### src/rtl/alu_cmd_sequencer.sv
// rtl/alu_cmd_sequencer.sv - command-level load/execute/respond sequencer for the 16-bit ALU
module alu_cmd_sequencer #(
    parameter int DATA_W   = 16,
    parameter int RES_W    = 32,
    parameter int EXEC_LAT = 1
) (
    input  logic              clk,
    input  logic              reset,
    input  logic              cmd_valid,
    output logic              cmd_ready,
    input  logic [3:0]        cmd_op,
    input  logic [DATA_W-1:0] cmd_a,
    input  logic [DATA_W-1:0] cmd_b,
    input  logic              cmd_chain,
    output logic [DATA_W-1:0] alu_a,
    output logic [DATA_W-1:0] alu_b,
    output logic [1:0]        alu_mux_a_sel,
    output logic [3:0]        alu_mux_b_sel,
    output logic [3:0]        alu_op,
    input  logic [RES_W-1:0]  alu_result,
    output logic              rsp_valid,
    input  logic              rsp_ready,
    output logic [RES_W-1:0]  rsp_data,
    output logic              rsp_err,
    output logic              busy
);

    // ALU opcodes that the screening logic cares about
    localparam logic [3:0] OP_SUB         = 4'd1;
    localparam logic [3:0] OP_DIV         = 4'd3;
    localparam logic [3:0] OP_NOP         = 4'd13;
    localparam logic [3:0] OP_FIRST_ILLEG = 4'd13;

    // ALU operand mux encodings
    localparam logic [1:0] A_SEL_LOAD = 2'b10;
    localparam logic [1:0] A_SEL_HOLD = 2'b01;
    localparam logic [3:0] B_SEL_LOAD = 4'b0100;
    localparam logic [3:0] B_SEL_ACC  = 4'b0010;
    localparam logic [3:0] B_SEL_HOLD = 4'b0001;

    localparam int CNT_W = (EXEC_LAT > 1) ? $clog2(EXEC_LAT) : 1;

    typedef enum logic [1:0] {
        S_IDLE = 2'd0,
        S_LOAD = 2'd1,
        S_EXEC = 2'd2,
        S_RESP = 2'd3
    } state_t;

    state_t             state_q;
    state_t             state_d;
    logic [3:0]         op_q;
    logic [CNT_W-1:0]   exec_cnt;
    logic [DATA_W-1:0]  last_result;
    logic               acc_valid;

    logic [DATA_W-1:0]  eff_b;
    logic               reject;
    logic               accept;
    logic               exec_last;

    // Chained commands take B from the low bits of the last good result;
    // the ALU's accumulator path carries the same value during LOAD.
    assign eff_b = cmd_chain ? last_result : cmd_b;

    // Screen requests the ALU must never see: reserved codes, chaining with
    // no prior result, divide by zero and subtracts that would go negative.
    assign reject = (cmd_op >= OP_FIRST_ILLEG)
                  | (cmd_chain & ~acc_valid)
                  | ((cmd_op == OP_DIV) & (eff_b == '0))
                  | ((cmd_op == OP_SUB) & (eff_b > cmd_a));

    assign accept    = cmd_valid & cmd_ready;
    assign exec_last = (state_q == S_EXEC) && (exec_cnt == CNT_W'(EXEC_LAT - 1));

    // State register
    always_ff @(posedge clk or posedge reset) begin
        if (reset) begin
            state_q <= S_IDLE;
        end else begin
            state_q <= state_d;
        end
    end

    // Next-state and handshake outputs; rejected commands skip straight to RESP
    always_comb begin
        state_d   = state_q;
        cmd_ready = 1'b0;
        rsp_valid = 1'b0;
        busy      = 1'b1;
        case (state_q)
            S_IDLE: begin
                cmd_ready = 1'b1;
                busy      = 1'b0;
                if (cmd_valid) begin
                    state_d = reject ? S_RESP : S_LOAD;
                end
            end
            S_LOAD: begin
                state_d = S_EXEC;
            end
            S_EXEC: begin
                if (exec_last) begin
                    state_d = S_RESP;
                end
            end
            S_RESP: begin
                rsp_valid = 1'b1;
                if (rsp_ready) begin
                    state_d = S_IDLE;
                end
            end
            default: begin
                state_d = S_IDLE;
            end
        endcase
    end

    // ALU drive, exec timing, result capture and chaining history
    always_ff @(posedge clk or posedge reset) begin
        if (reset) begin
            alu_a         <= '0;
            alu_b         <= '0;
            alu_mux_a_sel <= A_SEL_HOLD;
            alu_mux_b_sel <= B_SEL_HOLD;
            alu_op        <= OP_NOP;
            op_q          <= OP_NOP;
            exec_cnt      <= '0;
            rsp_data      <= '0;
            rsp_err       <= 1'b0;
            last_result   <= '0;
            acc_valid     <= 1'b0;
        end else begin
            // Selects are load only for the single LOAD cycle
            alu_mux_a_sel <= A_SEL_HOLD;
            alu_mux_b_sel <= B_SEL_HOLD;

            if (accept) begin
                if (reject) begin
                    rsp_err  <= 1'b1;
                    rsp_data <= '0;
                end else begin
                    alu_a         <= cmd_a;
                    alu_mux_a_sel <= A_SEL_LOAD;
                    op_q          <= cmd_op;
                    exec_cnt      <= '0;
                    if (cmd_chain) begin
                        // alu_op is left alone so the accumulator still shows the last result
                        alu_mux_b_sel <= B_SEL_ACC;
                    end else begin
                        alu_b         <= cmd_b;
                        alu_mux_b_sel <= B_SEL_LOAD;
                    end
                end
            end

            // Opcode switches as EXEC is entered, once operands are in the ALU
            if (state_q == S_LOAD) begin
                alu_op <= op_q;
            end

            if (state_q == S_EXEC) begin
                exec_cnt <= exec_cnt + 1'b1;
                if (exec_last) begin
                    rsp_data    <= alu_result;
                    rsp_err     <= 1'b0;
                    last_result <= alu_result[DATA_W-1:0];
                    acc_valid   <= 1'b1;
                end
            end
        end
    end

endmodule

### config.mk
export PLATFORM = sky130hd
export DESIGN_NAME = alu_cmd_sequencer
export DESIGN_NICKNAME = d
export VERILOG_FILES = /design/src/rtl/alu_cmd_sequencer.sv
export SDC_FILE = /design/constraint.sdc
export NUM_CORES = 1
export LEC_CHECK = 0
export CORE_MARGIN = 10
export CORE_UTILIZATION = 30
export DETAILED_ROUTE_END_ITERATION = 6
export PLACE_DENSITY = 0.67
export SLEW_MARGIN = 30
export SYNTH_ARGS = -nofsm -noshare
export SYNTH_HDL_FRONTEND = slang
export SYNTH_SLANG_ARGS = --single-unit
### constraint.sdc
create_clock -name clk -period 9.28 [get_ports clk]
set_clock_uncertainty 0.05 [all_clocks]
set_input_delay 1.392 -clock clk [delete_from_list [all_inputs] [get_ports clk]]
set_output_delay 1.392 -clock clk [all_outputs]
set_load 0.1 [all_outputs]
-- Word-level counts from Yosys, hierarchy flattened
Index checks and enable logic that the tools add are counted.
- flip-flop bits (word level): 99
- input port bits: 73
- output and inout bits: 78
- logic and storage cells: 69
- add/sub/neg operators: 1
- $lt $le $gt $ge: 2
- equality and inequality tests: 9
- muxes and demuxes: 25
- bitwise gates (word level): 11
- reduce and logical (&&, ||, !) cells: 9
- operators by type and width (kind ; number):
    $mux W32 ; 4
    $gt A16 B16 Y1 ; 1
    $logic_not A16 Y1 ; 1
    $mux W16 ; 1
    $mux W2 ; 6
    $mux W1 ; 10
    $mux W3 ; 3
    $pmux W2 S4 ; 1
    $ne A2 B2 Y1 const B ; 3
    $reduce_and A2 Y1 ; 3
    $reduce_and A3 Y1 ; 2
    $and A1 B1 Y1 ; 4
    $eq A2 B2 Y1 const B ; 2
    $eq A4 B1 Y1 const B ; 1
    $eq A4 B2 Y1 const B ; 1
    $ge A4 B4 Y1 const B ; 1
    $not A1 Y1 ; 4
    $or A1 B1 Y1 ; 3
    $eq A2 B1 Y1 const B ; 1
    $logic_not A2 Y1 ; 1
    $ne A2 B1 Y1 const B ; 1
    $reduce_bool A2 Y1 ; 1
    $add A1 B1 Y1 const B ; 1
    $logic_and A1 B1 Y1 ; 1

-- Longest topological paths before layout
Gate-level depths: netlist of the first run.
- word-level depth: 9
- gate-level depth with buffers: 11
- mapped depth without buffers: 8

-- Worst setup path before layout of the first run
No wires, ideal clock.
- path type: input-to-reg
- from: input cmd_chain
- to: register alu_a[10]
- library setup time: 0.128 ns
- arrival time: 4.270 ns
- required time: 9.102 ns
- setup slack: 4.831 ns
- stages: 11
- path buffers: 3
- cells stage by stage: buf_2 > clkbuf_1 > mux2_2 > ha_1 > a21oi_1 > o21ai_1 > a221o_1 > o31ai_4 > nand4_4 > buf_4 > mux2_1
- word-level cells in the longest chain between the ends: 7
- elaborated cells on any way between the ends: 11
- classes of those cells: order compare (1); mux (1); bitwise (7); reduce/logical (2)
- RTL lines (what ; RTL line ; text):
    from (decl) ; 14 ; input logic cmd_chain,
    parallel branches: the longest is 4 deep, another holds $gt A16 B16 Y1 ; -- ;
    $or A1 B1 Y1 * ; 71 ; | ((cmd_op == OP_SUB) & (eff_b > cmd_a));
    $not A1 Y1 (no line) * ; -- ;
    $reduce_and A2 Y1 (no line) * ; -- ;
    to (signal assigned) ; 143 ; alu_a <= cmd_a;
    to (decl) ; 15 ; output logic [DATA_W-1:0] alu_a,
Every way passes the cells marked *.
A chain may end at the register's enable or synchronous reset.

-- Worst setup path in the final report of the first run
- from: input cmd_chain
- to: register alu_a[1]
The elaborated chain is that of the path after synthesis.

==> results.yml, run 1 <==
synth:
  synth_edf_count: 0
  synth-seq-cells: 97
  synth-main-ff-cell: "dfrtp_1"
  syn_nets: 504
  yosys.cell_count.top_type: "nand2_1"
  ys_warn_count: 0
  synth_top_area_frac: 0.506
  syn_area_per_cell_um2: 10.8
  synthArstFlopShare: 1.00
  synthTopCellsByArea: "dfrtp_1 51%, nand2_1 8.6%, mux2_2 7.1%, mux2_1 6.8%, ha_1 5.6%"
  yosys.area.top_type: "dfrtp_1"
  syn_area_um2: 4450
  synth.distinct_cells: 40
  syn_inst: 411
  yosysSeqAreaShare: 0.547
  synth_top_cells_by_count: "102 x nand2_1, 90 x dfrtp_1, 28 x mux2_2, 27 x mux2_1, 22 x inv_1"
sta:
  drv_slew: 0
  hold_viol_final: 0
  fmax_mhz: 233
  rsz0062_at_grt: "false"
  setup_viol: 0
  maxSlewHeadroom: 0.317
  setup_tns_ns: 0
  max_slew.worst_pin.slew_ns: 1.02
  setup_ws_ns: 4.99
  finalCritPeriodShare: 0.462
  period_needed_ns: 4.29
  hold_slack_ns: 0.421
die:
  die_x_um: 142
  ios: 151
  start_util: 0.306
  rows: 44
  dieHeight_um: 142
  core_um2: 14500
  dieArea_um2: 20100
detailed_routing:
  drc: 0
  wl_met3_um: 1270
  vias: 3504
  wl_per_cell_um: 17.9
  first_pass_iters: 4
  drt_iter0_drc: 159
  routed_wl_um: 13300
  avgViaCountPerCell: 4.72
  met2_length_um: 5980
  routed.top_layer: "met4"
  wirelength_met1_um: 5930
  ant_nets: 0
placed_design:
  gp_congestion: 0.858
  dpl.cell_count: 727
  dpl.hpwl_um: 10400
  pre_cts_ws_ns: 3.88
  portBuffers: 149
final_layout:
  stdcell_count: 743
  nFillCells: 1400
  drive_gt1_frac: 0.113
  area_growth_pct: 44.1
  nNetsFinal: 647
  antenna_cells: 0
  seq_area_um2: 2440
  multi_input_area_um2: 1840
run:
  maxCapViolCount: 0
cts:
  cts_setup_buffers: 0
  cts_resized: 0
  clock_latency_ns: 0.34
  cts_made_buffers: 9
  cts.clk_slew.worst_paths_ns: 0.06
  ctsLongestPathBuffers: 2
  clkSinkCount: 97
  cts-root-buf: "clkbuf_16"
  h-tree-depth: 3
  cts_tree: "yes"
  postCtsHoldBufs: 0
critical_path:
  critical_path_class: "in2reg"
  crit_path_end_kind: "flop"
  r2r_end: "alu_a[1]$_DFFE_PP0P_"
  rrSetupSlack_ns: 6.16
  required_ns: 9.45
  crit_arrival_ns: 4.46
  worstRegToRegCells: 8
  start_kind: "input port"
  r2r-start: "last_result[14]$_DFFE_PP0P_"
  worst-path-max-fanout: 25
global_routing:
  grt_usage: 0.130
  grt_max_degree: 59
  antenna_found_initial: 0
  grt_pass1_vias: 3765
  overflow: 0
  grt_pass1_wl_um: 20800
worst_hold_path:
  min_to: "acc_valid$_DFFE_PP0P_"
  hold_path_class: "reg2reg"
  min_from: "acc_valid$_DFFE_PP0P_"
  hold_depth: 1
outcome:
  status: "finished, final reports clean"
==> sequential cells by signal, indices dropped and copies added (netlist names), 4 cells and up <==
| register | flops |
|---|---|
| alu_op | 4 |
| rsp_data | 32 |
| alu_a | 16 |
| last_result | 16 |
| alu_b | 16 |
| op_q | 4 |
==> worst max-delay path, cell delays in order <==
cell     delay [ns]
buf_2          0.41
mux2_2         0.40
ha_1           0.31
a21oi_1        0.15
nand2_1        0.07
a221o_1        0.38
o31ai_4        0.42
nand4_4        0.44
mux2_1         0.47
==> layout make-up <==
cell class | count | area share
flip-flops and latches | 97 | 0.380
multi-input cells | 271 | 0.287
repair buffers | 152 | 0.235
well taps | 184 | 0.0359
clock buffers | 9 | 0.0351
inverters | 23 | 0.0139
clock inverters | 7 | 0.0133
==> per-layer routing <==
layer  global-route usage  vias up
met3               0.0594       13
met4               0.0317        0
met5                    0        -
li1                     -     1668
met2                0.196      113
met1                0.164     1710
==> cells in the final DEF (no fill, tap or decap), types with 8 or more instances in the layout <==
master           count
a21oi_1              8
o21ai_0             15
nor2_1               9
mux2_2              28
inv_1               21
o21ai_1             20
ha_1                20
nand2_1            102
dfrtp_1             90
mux2_1              27
clkbuf_16            9
clkdlybuf4s50_1    148
==> stage by stage <==
step / utilization / instance area, um2
detailed placement: 0.420 / 6100
floorplan: - / 4450
CTS: 0.441 / 6410
global placement: 0.420 / 6100
finish: 0.441 / 6410
global route: 0.441 / 6410
==> logic make-up (layout without fill, tap and decap cells) <==
logic type / Yosys count / after routing / share of synthesized area
flops: 97 / 97 / 0.547
simple gates: 136 / 136 / 0.134
compound gates: 58 / 58 / 0.0787
mux: 56 / 56 / 0.141
buf+inv: 43 / 191 / 0.0416
other cells: 1 / 1 / 0.000843
fa+ha+maj: 20 / 20 / 0.0562
==> how the worst max path moves through the flow <==
stage	startpoint	end	slack [ns]	depth (start not counted)
floorplan	cmd_chain	alu_a[10]$_DFFE_PP0P_	4.83	11
global placement	cmd_chain	alu_a[8]$_DFFE_PP0P_	4.01	9
detailed placement	cmd_chain	alu_a[1]$_DFFE_PP0P_	3.88	9
CTS	cmd_chain	alu_a[1]$_DFFE_PP0P_	4.25	9
global route	cmd_chain	alu_a[1]$_DFFE_PP0P_	4.87	9
finish	cmd_chain	alu_a[1]$_DFFE_PP0P_	4.99	9
Power of run 1 is left out: the tool's default activity adds up to more than one toggle a clock period on the data nets, which glitch-free logic cannot reach.
==> run 2, diff against run 1 <==
--- a/config.mk
+++ b/config.mk
@@ -8,7 +8,7 @@
 export CORE_MARGIN = 10
 export CORE_UTILIZATION = 30
 export DETAILED_ROUTE_END_ITERATION = 6
-export PLACE_DENSITY = 0.67
+export PLACE_DENSITY = 0.69
 export SLEW_MARGIN = 30
 export SYNTH_ARGS = -nofsm -noshare
 export SYNTH_HDL_FRONTEND = slang
==> constraint.sdc (replaced) <==
create_clock -name clk -period 3.7 [get_ports clk]
set_clock_uncertainty 0.05 [all_clocks]
set_input_delay 0.555 -clock clk [delete_from_list [all_inputs] [get_ports clk]]
set_output_delay 0.555 -clock clk [all_outputs]
set_load 0.1 [all_outputs]
==> run 2 against run 1 <==
Setup slack got worse by 4.7 ns. Cell area rose by 1.9%. Register-to-register slack got worse by 5.3 ns. Critical path type unchanged.
==> results.yml, run 2 (synthesis results as in run 1) <==
final_layout:
  final_cell_mix: "146 x clkdlybuf4s50_1, 102 x nand2_1, 90 x dfrtp_1, 28 x mux2_2, 27 x mux2_1"
  nNetsFinal: 655
  final_common_cell: "clkdlybuf4s50_1"
  largest_reg_flops: 32
  drive_gt1_frac: 0.125
  design_area_um2: 6540
  antenna_cells: 0
  area_growth_pct: 46.9
  regMostFlops: "rsp_data"
die:
  rows: 44
  dieHeight_um: 142
  dieArea_um2: 20100
  start_util: 0.306
  core_um2: 14500
  die_x_um: 142
  ios: 151
cts:
  postCtsHoldBufs: 0
  cts_resized: 0
  h-tree-depth: 3
  cts.clk_slew.worst_paths_ns: 0.07
  ctsLongestPathBuffers: 2
  cts-root-buf: "clkbuf_16"
  clkSinkCount: 97
  cts_made_buffers: 9
  clock_latency_ns: 0.35
  cts_setup_buffers: 0
  cts_tree: "yes"
sta:
  hold_viol_final: 0
  maxSlewHeadroom: 0.315
  finalCritPeriodShare: 0.920
  max_slew.worst_pin.slew_ns: 1.02
  fmax_mhz: 294
  period_needed_ns: 3.41
  rsz0062_at_grt: "false"
  drv_slew: 0
  setup_viol: 0
global_routing:
  overflow: 0
  grt_usage: 0.133
  grt_pass1_wl_um: 21100
  grt_pass1_vias: 3898
  grt_max_degree: 59
  antenna_found_initial: 0
placed_design:
  place_area_um2: 6210
  portBuffers: 149
  gp_congestion: 0.860
  dpl.hpwl_um: 10500
detailed_routing:
  drc: 0
  first_pass_iters: 4
  avgViaCountPerCell: 4.74
  ant_nets: 0
  drt_iter0_drc: 165
  routed_wl_um: 13400
  wl_per_cell_um: 17.9
  vias: 3560
worst_hold_path:
  hold_depth: 1
  hold_path_class: "reg2reg"
critical_path:
  crit_slowest_cell: "clkdlybuf4s50_1"
  start_kind: "input port"
  crit_path_max_incr_delay_ns: 0.53
  worstRegToRegCells: 9
  path_buf_inv: 3
  crit_path_end_kind: "flop"
  required_ns: 3.88
  path_cells: "clkdlybuf4s50_1 -> buf_12 -> mux2_2 -> ha_1 -> a21oi_1 -> o21ai_1 -> a221o_1 -> o31ai_4 -> nand4_4 -> buf_12 -> mux2_1"
  crit_top_cell: "buf_12"
  critical_path_class: "in2reg"
  crit_arrival_ns: 3.59
  cp.depth: 11
  worst-path-max-fanout: 22
  critical-path-top-delay-family: "compound AO/OA/AOI/OAI gates"
run:
  maxCapViolCount: 0
outcome:
  status: "finished, final reports clean"
[run 2: path summary, 6_finish.rpt]
kind / start / endpoint / slack [ns]
worst max-delay path: cmd_chain / alu_a[1]$_DFFE_PP0P_ / 0.29
worst min-delay path: acc_valid$_DFFE_PP0P_ / acc_valid$_DFFE_PP0P_ / 0.44
worst max register to register: last_result[14]$_DFFE_PP0P_ / alu_a[1]$_DFFE_PP0P_ / 0.86
worst min register to register: acc_valid$_DFFE_PP0P_ / acc_valid$_DFFE_PP0P_ / 0.44
max in group asynchronous: reset / op_q[3]$_DFFE_PP1P_ / 2.35
min in group asynchronous: reset / rsp_data[1]$_DFF_PP0_ / 0.54
[run 2: cell type report]
cell class,instances,area (um2)
Fill cell,1365,8000
Sequential cell,97,2440
Multi-Input combinational cell,271,1840
Timing Repair Buffer,160,1610
Clock buffer,12,246
Tap cell,184,230
Inverter,23,88.8
Clock inverter,4,76.3
[run 2: routing by layer]
layer	up-vias	global-route usage	wire, um
met3	23	0.0491	1120
met4	0	0.0570	336
met1	1723	0.163	5910
met5	-	0	0
met2	129	0.207	6050
li1	1685	-	-
[run 2: per-stage QoR]
step | hold WS, ns | util | worst slack, ns | instances | setup TNS (ns)
after floorplan | 0.379 | - | 0.0885 | 411 | 0
after global placement | 0.394 | 0.427 | -0.0214 | 735 | -0.273
after detailed placement | 0.422 | 0.427 | -0.0696 | 735 | -1.42
after CTS | 0.439 | 0.449 | 0.282 | 751 | 0
after global routing | 0.441 | 0.450 | 0.133 | 751 | 0
final | 0.442 | 0.450 | 0.295 | 751 | 0
Power of run 2 is left out for the same reason.
==> run 3, diff against run 2 <==
--- a/config.mk
+++ b/config.mk
@@ -5,6 +5,7 @@
 export SDC_FILE = /design/constraint.sdc
 export NUM_CORES = 1
 export LEC_CHECK = 0
+export CAP_MARGIN = 20
 export CORE_MARGIN = 10
 export CORE_UTILIZATION = 30
 export DETAILED_ROUTE_END_ITERATION = 6
==> results of run 3 <==
The final DEF is identical to that of run 2; final timing and power are the same.
Power of run 3 is left out for the same reason.
